## src/rtl/cl_pkg.sv

```systemverilog
// Shared constants, trailer layout and FSM encoding for the Camera Link frame packer.
package cl_pkg;
   localparam int OUT_W  = 128;
   localparam int IN_W   = 80;
   localparam int ACC_W  = OUT_W + IN_W;
   localparam int FILL_W = 7;

   localparam logic [15:0] HDR_MAGIC_DEF = 16'hF5A0;
   localparam logic [15:0] TRL_MAGIC_DEF = 16'hF5AF;
   localparam int          MAX_LINES_DEF = 4096;

   localparam int TAG_LSB   = 112;
   localparam int FC_LSB    = 96;
   localparam int LINES_LSB = 80;
   localparam int BEATS_LSB = 32;
   localparam int OVF_BIT   = 0;

   typedef enum logic [2:0] {
      ST_SYNC,
      ST_IDLE,
      ST_HEADER,
      ST_ACTIVE,
      ST_FLUSH,
      ST_TRAILER
   } state_e;

   function automatic logic [OUT_W-1:0] mk_header(input logic [15:0] magic,
                                                  input logic [15:0] fc);
      logic [OUT_W-1:0] w;
      w = '0;
      w[TAG_LSB +: 16] = magic;
      w[FC_LSB +: 16]  = fc;
      return w;
   endfunction

   function automatic logic [OUT_W-1:0] mk_trailer(input logic [15:0] magic,
                                                   input logic [15:0] fc,
                                                   input logic [15:0] lines,
                                                   input logic [31:0] beats,
                                                   input logic        ovf);
      logic [OUT_W-1:0] w;
      w = '0;
      w[TAG_LSB +: 16]   = magic;
      w[FC_LSB +: 16]    = fc;
      w[LINES_LSB +: 16] = lines;
      w[BEATS_LSB +: 32] = beats;
      w[OVF_BIT]         = ovf;
      return w;
   endfunction
endpackage

```

## src/rtl/cl_gearbox_80to128.sv

```systemverilog
// 80-to-128 bit gearbox: appends each pushed beat above the current fill and
// releases the low 128 bits in the same cycle the fill crosses 128.
module cl_gearbox_80to128
   import cl_pkg::*;
(
   input  logic             clk,
   input  logic             reset,
   input  logic             push,
   input  logic [IN_W-1:0]  din,
   input  logic             flush,
   output logic [OUT_W-1:0] dout,
   output logic             dout_vld,
   output logic             pending
);
   localparam logic [FILL_W-1:0] SPILL = FILL_W'(OUT_W - IN_W);

   logic [ACC_W-1:0]  acc;
   logic [ACC_W-1:0]  merged;
   logic [FILL_W-1:0] fill;
   logic              full;

   assign merged  = acc | ({{OUT_W{1'b0}}, din} << fill);
   assign full    = push && (fill >= SPILL);
   assign pending = |fill;

   // Bits above the fill are always zero, so a flush word comes out zero-padded.
   always_comb begin
      dout     = full ? merged[OUT_W-1:0] : acc[OUT_W-1:0];
      dout_vld = full || (flush && pending);
   end

   always_ff @(posedge clk) begin
      if (reset) begin
         acc  <= '0;
         fill <= '0;
      end else if (push) begin
         if (full) begin
            acc  <= {{OUT_W{1'b0}}, merged[ACC_W-1:OUT_W]};
            fill <= fill - SPILL;
         end else begin
            acc  <= merged;
            fill <= fill + FILL_W'(IN_W);
         end
      end else if (flush) begin
         acc  <= '0;
         fill <= '0;
      end
   end
endmodule

```

## src/rtl/cl_frame_packer.sv

```systemverilog
// Frames FVAL/LVAL-qualified 80-bit pixel beats into header/data/trailer 128-bit
// words; the camera cannot stall, so a busy output register drops words.
module cl_frame_packer
   import cl_pkg::*;
#(
   parameter int          MAX_LINES = MAX_LINES_DEF,
   parameter logic [15:0] HDR_MAGIC = HDR_MAGIC_DEF,
   parameter logic [15:0] TRL_MAGIC = TRL_MAGIC_DEF
) (
   input  logic             cl_x_pclk,
   input  logic             reset,
   input  logic             cl_fval,
   input  logic             cl_lval,
   input  logic [IN_W-1:0]  cl_data,
   output logic [OUT_W-1:0] out_data,
   output logic             out_valid,
   input  logic             out_ready,
   output logic             out_last,
   output logic [15:0]      frame_count,
   output logic             overflow,
   output logic [15:0]      drop_count
);
   localparam logic [15:0] LINES_SAT = 16'(MAX_LINES);

   state_e           state, state_nx;
   logic             fval_d, lval_d;
   logic [15:0]      lines;
   logic [31:0]      beats;
   logic             ovf_frame;
   logic             beat, flush;
   logic             gb_vld, gb_pending;
   logic [OUT_W-1:0] gb_dout;
   logic             emit, emit_last, drop;
   logic [OUT_W-1:0] emit_data;

   assign beat  = (state == ST_ACTIVE) && cl_fval && cl_lval;
   assign flush = (state == ST_FLUSH);
   assign drop  = emit && out_valid && !out_ready;

   cl_gearbox_80to128 u_gb (
      .clk      (cl_x_pclk),
      .reset    (reset),
      .push     (beat),
      .din      (cl_data),
      .flush    (flush),
      .dout     (gb_dout),
      .dout_vld (gb_vld),
      .pending  (gb_pending)
   );

   always_ff @(posedge cl_x_pclk) begin
      if (reset) state <= ST_SYNC;
      else       state <= state_nx;
   end

   // A rising edge seen in FLUSH/TRAILER leaves fval_d high in IDLE, so that frame is skipped.
   always_comb begin
      state_nx  = state;
      emit      = 1'b0;
      emit_last = 1'b0;
      emit_data = '0;
      case (state)
         ST_SYNC:   if (!cl_fval) state_nx = ST_IDLE;
         ST_IDLE:   if (cl_fval && !fval_d) state_nx = ST_HEADER;
         ST_HEADER: begin
            emit      = 1'b1;
            emit_data = mk_header(HDR_MAGIC, frame_count);
            state_nx  = ST_ACTIVE;
         end
         ST_ACTIVE: begin
            emit      = gb_vld;
            emit_data = gb_dout;
            if (!cl_fval) state_nx = gb_pending ? ST_FLUSH : ST_TRAILER;
         end
         ST_FLUSH: begin
            emit      = gb_vld;
            emit_data = gb_dout;
            state_nx  = ST_TRAILER;
         end
         ST_TRAILER: begin
            emit      = 1'b1;
            emit_last = 1'b1;
            emit_data = mk_trailer(TRL_MAGIC, frame_count, lines, beats, ovf_frame);
            state_nx  = ST_IDLE;
         end
         default:   state_nx = ST_SYNC;
      endcase
   end

   always_ff @(posedge cl_x_pclk) begin
      if (reset) begin
         fval_d      <= 1'b0;
         lval_d      <= 1'b0;
         out_data    <= '0;
         out_valid   <= 1'b0;
         out_last    <= 1'b0;
         frame_count <= '0;
         overflow    <= 1'b0;
         drop_count  <= '0;
         lines       <= '0;
         beats       <= '0;
         ovf_frame   <= 1'b0;
      end else begin
         fval_d <= cl_fval;
         lval_d <= cl_lval;

         if (emit && !drop) begin
            out_data  <= emit_data;
            out_valid <= 1'b1;
            out_last  <= emit_last;
         end else if (out_valid && out_ready) begin
            out_valid <= 1'b0;
         end

         if (drop) begin
            overflow <= 1'b1;
            if (drop_count != 16'hFFFF) drop_count <= drop_count + 16'd1;
         end

         // A dropped header still marks the new frame as lossy.
         if (state == ST_HEADER) begin
            lines     <= '0;
            beats     <= '0;
            ovf_frame <= drop;
         end else begin
            if (drop) ovf_frame <= 1'b1;
            if (beat) beats <= beats + 32'd1;
            if (state == ST_ACTIVE && lval_d && !cl_lval && lines != LINES_SAT)
               lines <= lines + 16'd1;
         end

         if (state == ST_TRAILER) frame_count <= frame_count + 16'd1;
      end
   end
endmodule

```

## config.mk

```make
export PLATFORM = sky130hd
export DESIGN_NAME = cl_frame_packer
export DESIGN_NICKNAME = d
export VERILOG_FILES = /design/src/rtl/cl_pkg.sv /design/src/rtl/cl_gearbox_80to128.sv /design/src/rtl/cl_frame_packer.sv
export SDC_FILE = /design/constraint.sdc
export NUM_CORES = 1
export LEC_CHECK = 0
export ABC_CLOCK_PERIOD_IN_PS = 3400
export CAP_MARGIN = 10
export CORE_ASPECT_RATIO = 2
export CORE_MARGIN = 2
export CORE_UTILIZATION = 45
export DETAILED_ROUTE_END_ITERATION = 10
export PLACE_DENSITY = 0.7
export SKIP_CTS_REPAIR_TIMING = 1
export SLEW_MARGIN = 20
export SYNTH_ARGS = -nofsm -noshare
export SYNTH_HDL_FRONTEND = slang
export SYNTH_SLANG_ARGS = --single-unit
```

## constraint.sdc

```tcl
create_clock -name cl_x_pclk -period 3.4 [get_ports cl_x_pclk]
set_input_delay 0.51 -clock cl_x_pclk [delete_from_list [all_inputs] [get_ports cl_x_pclk]]
set_output_delay 0.51 -clock cl_x_pclk [all_outputs]
set_load 0.03 [all_outputs]
```

# ---- Yosys cells after proc, flatten, opt, wreduce, memory -nomap -nowiden
# Cells that the tools add are included.
dict set report word_totals {
  regBits 432
  input_bits 85
  output_inout_bits 163
  elab_cells 79
}
dict set report op_classes {
  add_sub_neg 6
  n_lt_le_gt_ge 1
  n_eq_ne 10
  shifts 1
  muxes 19
  n_bitwise 1
  n_reduce_logical 27
}
# op count
set op_table {}
lappend op_table {{208-bit 2-to-1 mux} 3}
lappend op_table {{128-bit one-hot mux with 3 select lines} 1}
lappend op_table {{208-bit OR} 1}
lappend op_table {{80-bit by 7-bit << shifter with 208-bit output} 1}
lappend op_table {{128-bit 2-to-1 mux} 1}
lappend op_table {{16-bit by 1-bit adder with 16-bit output, second input constant} 3}
lappend op_table {{32-bit by 1-bit adder with 32-bit output, second input constant} 1}
lappend op_table {{7-bit 2-to-1 mux} 3}
lappend op_table {{3-bit one-hot mux with 6 select lines} 1}
lappend op_table {{16-bit by 13-bit != test with 1-bit output, second input constant} 1}
lappend op_table {{16-bit != test, second input constant} 1}
lappend op_table {{1-bit logical AND} 12}
lappend op_table {{3-bit 2-to-1 mux} 3}
lappend op_table {{7-bit adder, second input constant} 1}
lappend op_table {{7-bit by 6-bit greater-or-equal comparator with 1-bit output, second input constant} 1}
lappend op_table {{7-bit OR reduction} 1}
lappend op_table {{7-bit by 6-bit subtractor with 7-bit output, second input constant} 1}
lappend op_table {{3-bit by 2-bit == test with 1-bit output, second input constant} 2}
lappend op_table {{3-bit == test, second input constant} 2}
lappend op_table {{1-bit 2-to-1 mux} 6}
lappend op_table {{2-bit != test, second input constant} 3}
lappend op_table {{2-bit nonzero test} 3}
lappend op_table {{2-bit OR reduction} 3}
lappend op_table {{1-bit zero test} 4}
lappend op_table {{6 further kinds} 6}

# ---- Depth between registers and ports, before layout
dict set report logic_depth {
  depth_word 11
  depth_mapped 13
  ltp_nobuf 7
}

# ---- Cells and area by module
# Synthesis repeated with hierarchy kept, for this count alone.
dict set report hier_totals {
  hier_cells 2237
  hier_area_um2 20034.2
}
# module instances cells_per_inst area_each_um2
set by_module_without_submodules {}
lappend by_module_without_submodules {cl_gearbox_80to128 1 1186 10603.9}
lappend by_module_without_submodules {cl_frame_packer 1 1051 9430.3}

# ---- Worst setup path before layout
# OpenSTA, ideal clock, no wires.
dict set report synth_path {
  kind {reg-to-reg}
  start {register u_gb.fill[6]}
  end {register u_gb.acc[10]}
  setup_time_ps 76
  arrival_ps 2751
  required_ps 3324
  setup_slack_ps 573
  stages_incl_launch_ff 12
  synth_period_minus_slack_ps 2827
  cell_sequence {dfxtp_1 -> buf_2 -> clkinv_1 -> clkbuf_1 -> clkbuf_1 -> ha_1 -> a211oi_4 -> nand3_1 -> nand2_1 -> nand2_1 -> clkbuf_1 -> o22ai_1}
}
dict set report synth_via {
  elab_chain_cells 4
  word_cells_on_any_way 6
  classes_between {1 x order compare; 1 x shift; 2 x mux; 1 x bitwise; 1 x reduce/logical}
}
# item line_no
set synth_rtl {}
lappend synth_rtl {{from (decl)} cl_gearbox_80to128.sv:19} ;# logic [FILL_W-1:0] fill;
lappend synth_rtl {{from (signal assigned)} cl_gearbox_80to128.sv:39} ;# fill <= fill - SPILL;
lappend synth_rtl {{from (signal assigned)} cl_gearbox_80to128.sv:42} ;# fill <= fill + FILL_W'(IN_W);
lappend synth_rtl {{80-bit by 7-bit << shifter with 208-bit output / 7-bit by 6-bit greater-or-equal comparator with 1-bit output (equally long branches)} {cl_gearbox_80to128.sv:22, cl_gearbox_80to128.sv:23}}
lappend synth_rtl {{208-bit OR / 1-bit logical AND (equally long branches)} {cl_gearbox_80to128.sv:22, cl_gearbox_80to128.sv:23}}
lappend synth_rtl {{208-bit 2-to-1 mux *} cl_gearbox_80to128.sv:37} ;# if (full) begin
lappend synth_rtl {{208-bit 2-to-1 mux *} cl_gearbox_80to128.sv:36} ;# end else if (push) begin
lappend synth_rtl {{to (signal assigned)} cl_gearbox_80to128.sv:38} ;# acc <= {{OUT_W{1'b0}}, merged[ACC_W-1:OUT_W]};
lappend synth_rtl {{to (signal assigned)} cl_gearbox_80to128.sv:41} ;# acc <= merged;
lappend synth_rtl {{to (decl)} cl_gearbox_80to128.sv:17} ;# logic [ACC_W-1:0] acc;
# Mark *: on every way between the ends. The rest lies on a longest branch, timed or not.
# A chain may end at the register's enable or synchronous reset.

# ---- Worst setup path after layout
dict set report layout_path {
  start {register u_gb.fill[4]}
  end {register out_data[84]}
}
dict set report layout_via {
  elab_chain_cells 8
  word_cells_on_any_way 14
  classes_between {1 x order compare; 1 x shift; 3 x mux; 1 x bitwise; 8 x reduce/logical}
}
# item line_no
set layout_rtl {}
lappend layout_rtl {{parallel branches: the longest is 8 deep, another holds 80-bit by 7-bit << shifter with 208-bit output} -}
lappend layout_rtl {{to (signal assigned)} cl_frame_packer.sv:108} ;# out_data <= emit_data;
lappend layout_rtl {{to (decl)} cl_frame_packer.sv:15} ;# output logic [OUT_W-1:0] out_data,
# Parallel ways; which one is timed is not known.

==> impl_results.md <==
* RSZ-0062 raised after global routing: no
* DP HPWL at slightly above 60,000 µm
* Initial Util at 0.454
* Die Y-Extent at slightly above 300 µm
* Final GP Congestion at 1.07
* DRC errors left at 0
* Sequential-to-total area share from yosys stat at 0.412
* CP required at ~3.8 ns
* Worst-skew pair later-pin latency at ~0.55 ns
* Crit path arrival time at about 3.8 ns
* I/O Buffers at around 250
* Tcrit/Tclk final at 0.992
* Routed Wire Length at about 86,000 µm
* Maximum vdd ir drop at approximately 0.37 mV
* Crit Path Max Fanout at 51
* Layout Cell Area excl Fill at about 0.025 mm²
* Post-Route Skew at between 0.015 and 0.02 ns
* Slew headroom at 0.292
* Mapped Cells at 2,455
* Post-route ant nets at 0
* Vias in the first global route at between 15,000 and 20,000
* Pwr Total at 10,900 µW
* Dpl cells at 3,141
* Final TNS setup at 0 ns
* Worst slew pin tran at around 1.1 ns
* Post-Route Utilization at 0.549
* Overflow left after global routing at 0
* Min-Delay Path Class: in -> reg
* Pin count of the biggest net entering global routing at about 130
* Yosys warns at 0
* GRT Util Overall at 0.350
* Crit end category: register
* Placed Area at between 0.02 and 0.025 mm²
* Crit path kind: reg -> reg
* CTS max path bufs at 3
* Netlist Area Pre-Place at slightly above 0.02 mm²
* Die width at 156 µm
* Status: finished clean
* Mapped Nets at between 2,000 and 3,000
* Vias at 21,100
* Final Critical Period at about 3.4 ns
* H-tree depth at 2
* Post-synthesis async set-or-reset flop share at 0
* Num Clock Sinks at about 430
* Layout area overhead at 21.0%
* Initial antenna violation count at 2
* Synth Register Bits at roughly 430
* I/O pin count at about 250
* Startpoint Class: register
* Total CTS buffers at 39
* Busiest grt layer: met2
* Fmax at roughly 0.30 GHz
* DR vias/cell at around 6.6
* Num rows at 111
* WL/cell at between 20 and 30 µm
* First-pass GRT wire length at approximately 130,000 µm
* GR Util met2 at 0.562
* Final setup viols at 0
* Synth cell types at 75
* Die area at ~0.048 mm²
* Cell Pwr Density at roughly 430 mW/mm²
* Worst-path clk slew at about 0.070 ns
* Final non-filler cell total at 3,205
* Total core area at 0.0457 mm²
* Layout cells sized above 1 at 0.0977
* Max Cap Violations at 0
* CTS tree: done
* First-iteration detailed-routing DRC count at between 2,000 and 2,500
* CTS root buffer: clkbuf_16
* Ant. Diodes at 0
* Avg Cell Area, Syn at 8.45 µm²
* Met3 Use GR at 0.0642
* Pleak at ~0.0087 µW
* Final Slew Violations at 0
* Met1 usage at 0.415
* DRT Pass-1 Iters at 6
* EDFF count, synth at 0
* Main synth FF type: dfxtp_1
* Final hold violations at 0
* # nets final at roughly 2,700
==> power breakdown <==
part	leakage (µW)	switching (µW)	internal (µW)	total, µW
Clock	0.000620	2020	2490	4500
Sequential	0.00344	88.9	5050	5130
Combinational	0.00466	810	420	1230
==> worst paths after layout <==
kind	startpoint	endpoint	slack, ns	depth (start not counted)
setup / recovery	u_gb.fill[4]	out_data[84]	0.03	7
hold reg to reg	out_data[29]	out_data[29]	0.46	2
hold / removal	reset	state[0]	0.35	2
setup reg to reg	u_gb.fill[4]	out_data[84]	0.03	7
==> flip-flops by register name, summed over array words and instances (netlist names) <==
register and flops:
fval_d 1, beats 32, out_data 128, lval_d 1, state 3, ovf_frame 1
out_last 1, lines 16, u_gb.fill 3, frame_count 16, overflow 1, out_valid 1
u_gb.acc 207, drop_count 16
==> logic make-up (layout without fill, tap and decap cells) <==
logic type                 Yosys count  in the layout  synth area share
AOI/OAI and AO/OA                  766            766             0.232
xor gates and xnor gates            41             41            0.0173
adders and majority gates            9              9           0.00543
muxes                              174            174            0.0958
and+or+nand+nor                    810            810             0.190
buffers and inverters              228            413            0.0463
DFF                                427            427             0.412
==> metrics by stage <==
step                hold slack (ns)  setup slack (ns)
floorplan                     0.416             0.573
global placement              0.438             0.390
detailed placement            0.442             0.304
CTS                           0.351             0.436
global route                  0.391           0.00619
finish                        0.354            0.0262
==> cell usage after synthesis, drive strengths merged, types with 22 or more instances <==
| cell type | count | area share |
|---|---|---|
| and3 | 85 | 0.026 |
| buf | 74 | 0.018 |
| nand4 | 32 | 0.010 |
| a221oi | 29 | 0.012 |
| nor3 | 72 | 0.018 |
| clkbuf | 137 | 0.025 |
| a31oi | 36 | 0.011 |
| mux2 | 56 | 0.030 |
| nand2 | 131 | 0.024 |
| o2bb2ai | 48 | 0.020 |
| o22ai | 65 | 0.020 |
| a21oi | 278 | 0.067 |
| a2bb2oi | 22 | 0.0093 |
| a211oi | 44 | 0.017 |
| o21ai | 136 | 0.033 |
| nand3 | 104 | 0.025 |
| a22oi | 28 | 0.010 |
| dfxtp | 427 | 0.41 |
| mux2i | 104 | 0.050 |
| nor2 | 280 | 0.051 |
==> worst max-delay path, stage by stage, from the launching register on <==
cell,delay [ns]
dfxtp_4,0.59
buf_4,0.65
nor2b_1,0.34
buf_4,0.28
a22oi_1,0.81
o22ai_1,0.31
nand4_1,0.17
o21ai_0,0.10
==> placed cells by master, fill, tap and decap left out, types with 70 or more instances in the layout <==
master / n
dfxtp_1: 423
nor2_1: 278
a21oi_1: 277
clkdlybuf4s50_1: 246
o21ai_0: 133
nand2_1: 129
mux2i_1: 104
nand3_1: 103
and3_1: 85
buf_4: 75
nor3_1: 70
==> per-layer routing <==
metal,share of wire,wire (µm),vias to the layer above
met2,0.46,39700,1254
met4,0.086,7460,2
met1,0.37,31500,10200
met5,0.00017,15,-
met3,0.089,7710,298
li1,-,-,9371
==> cell type report <==
cell class                 instances  area (µm²)
timing repair buffer             332        3240
inverter                          17        63.8
multi-input combinational       1800       11300
clock buffer                      57        1180
clock inverter                     7        66.3
tap                              565         707
sequential                       427        8560
fill                            4138       20600
No activity file was read; power rests on OpenSTA's default activity.
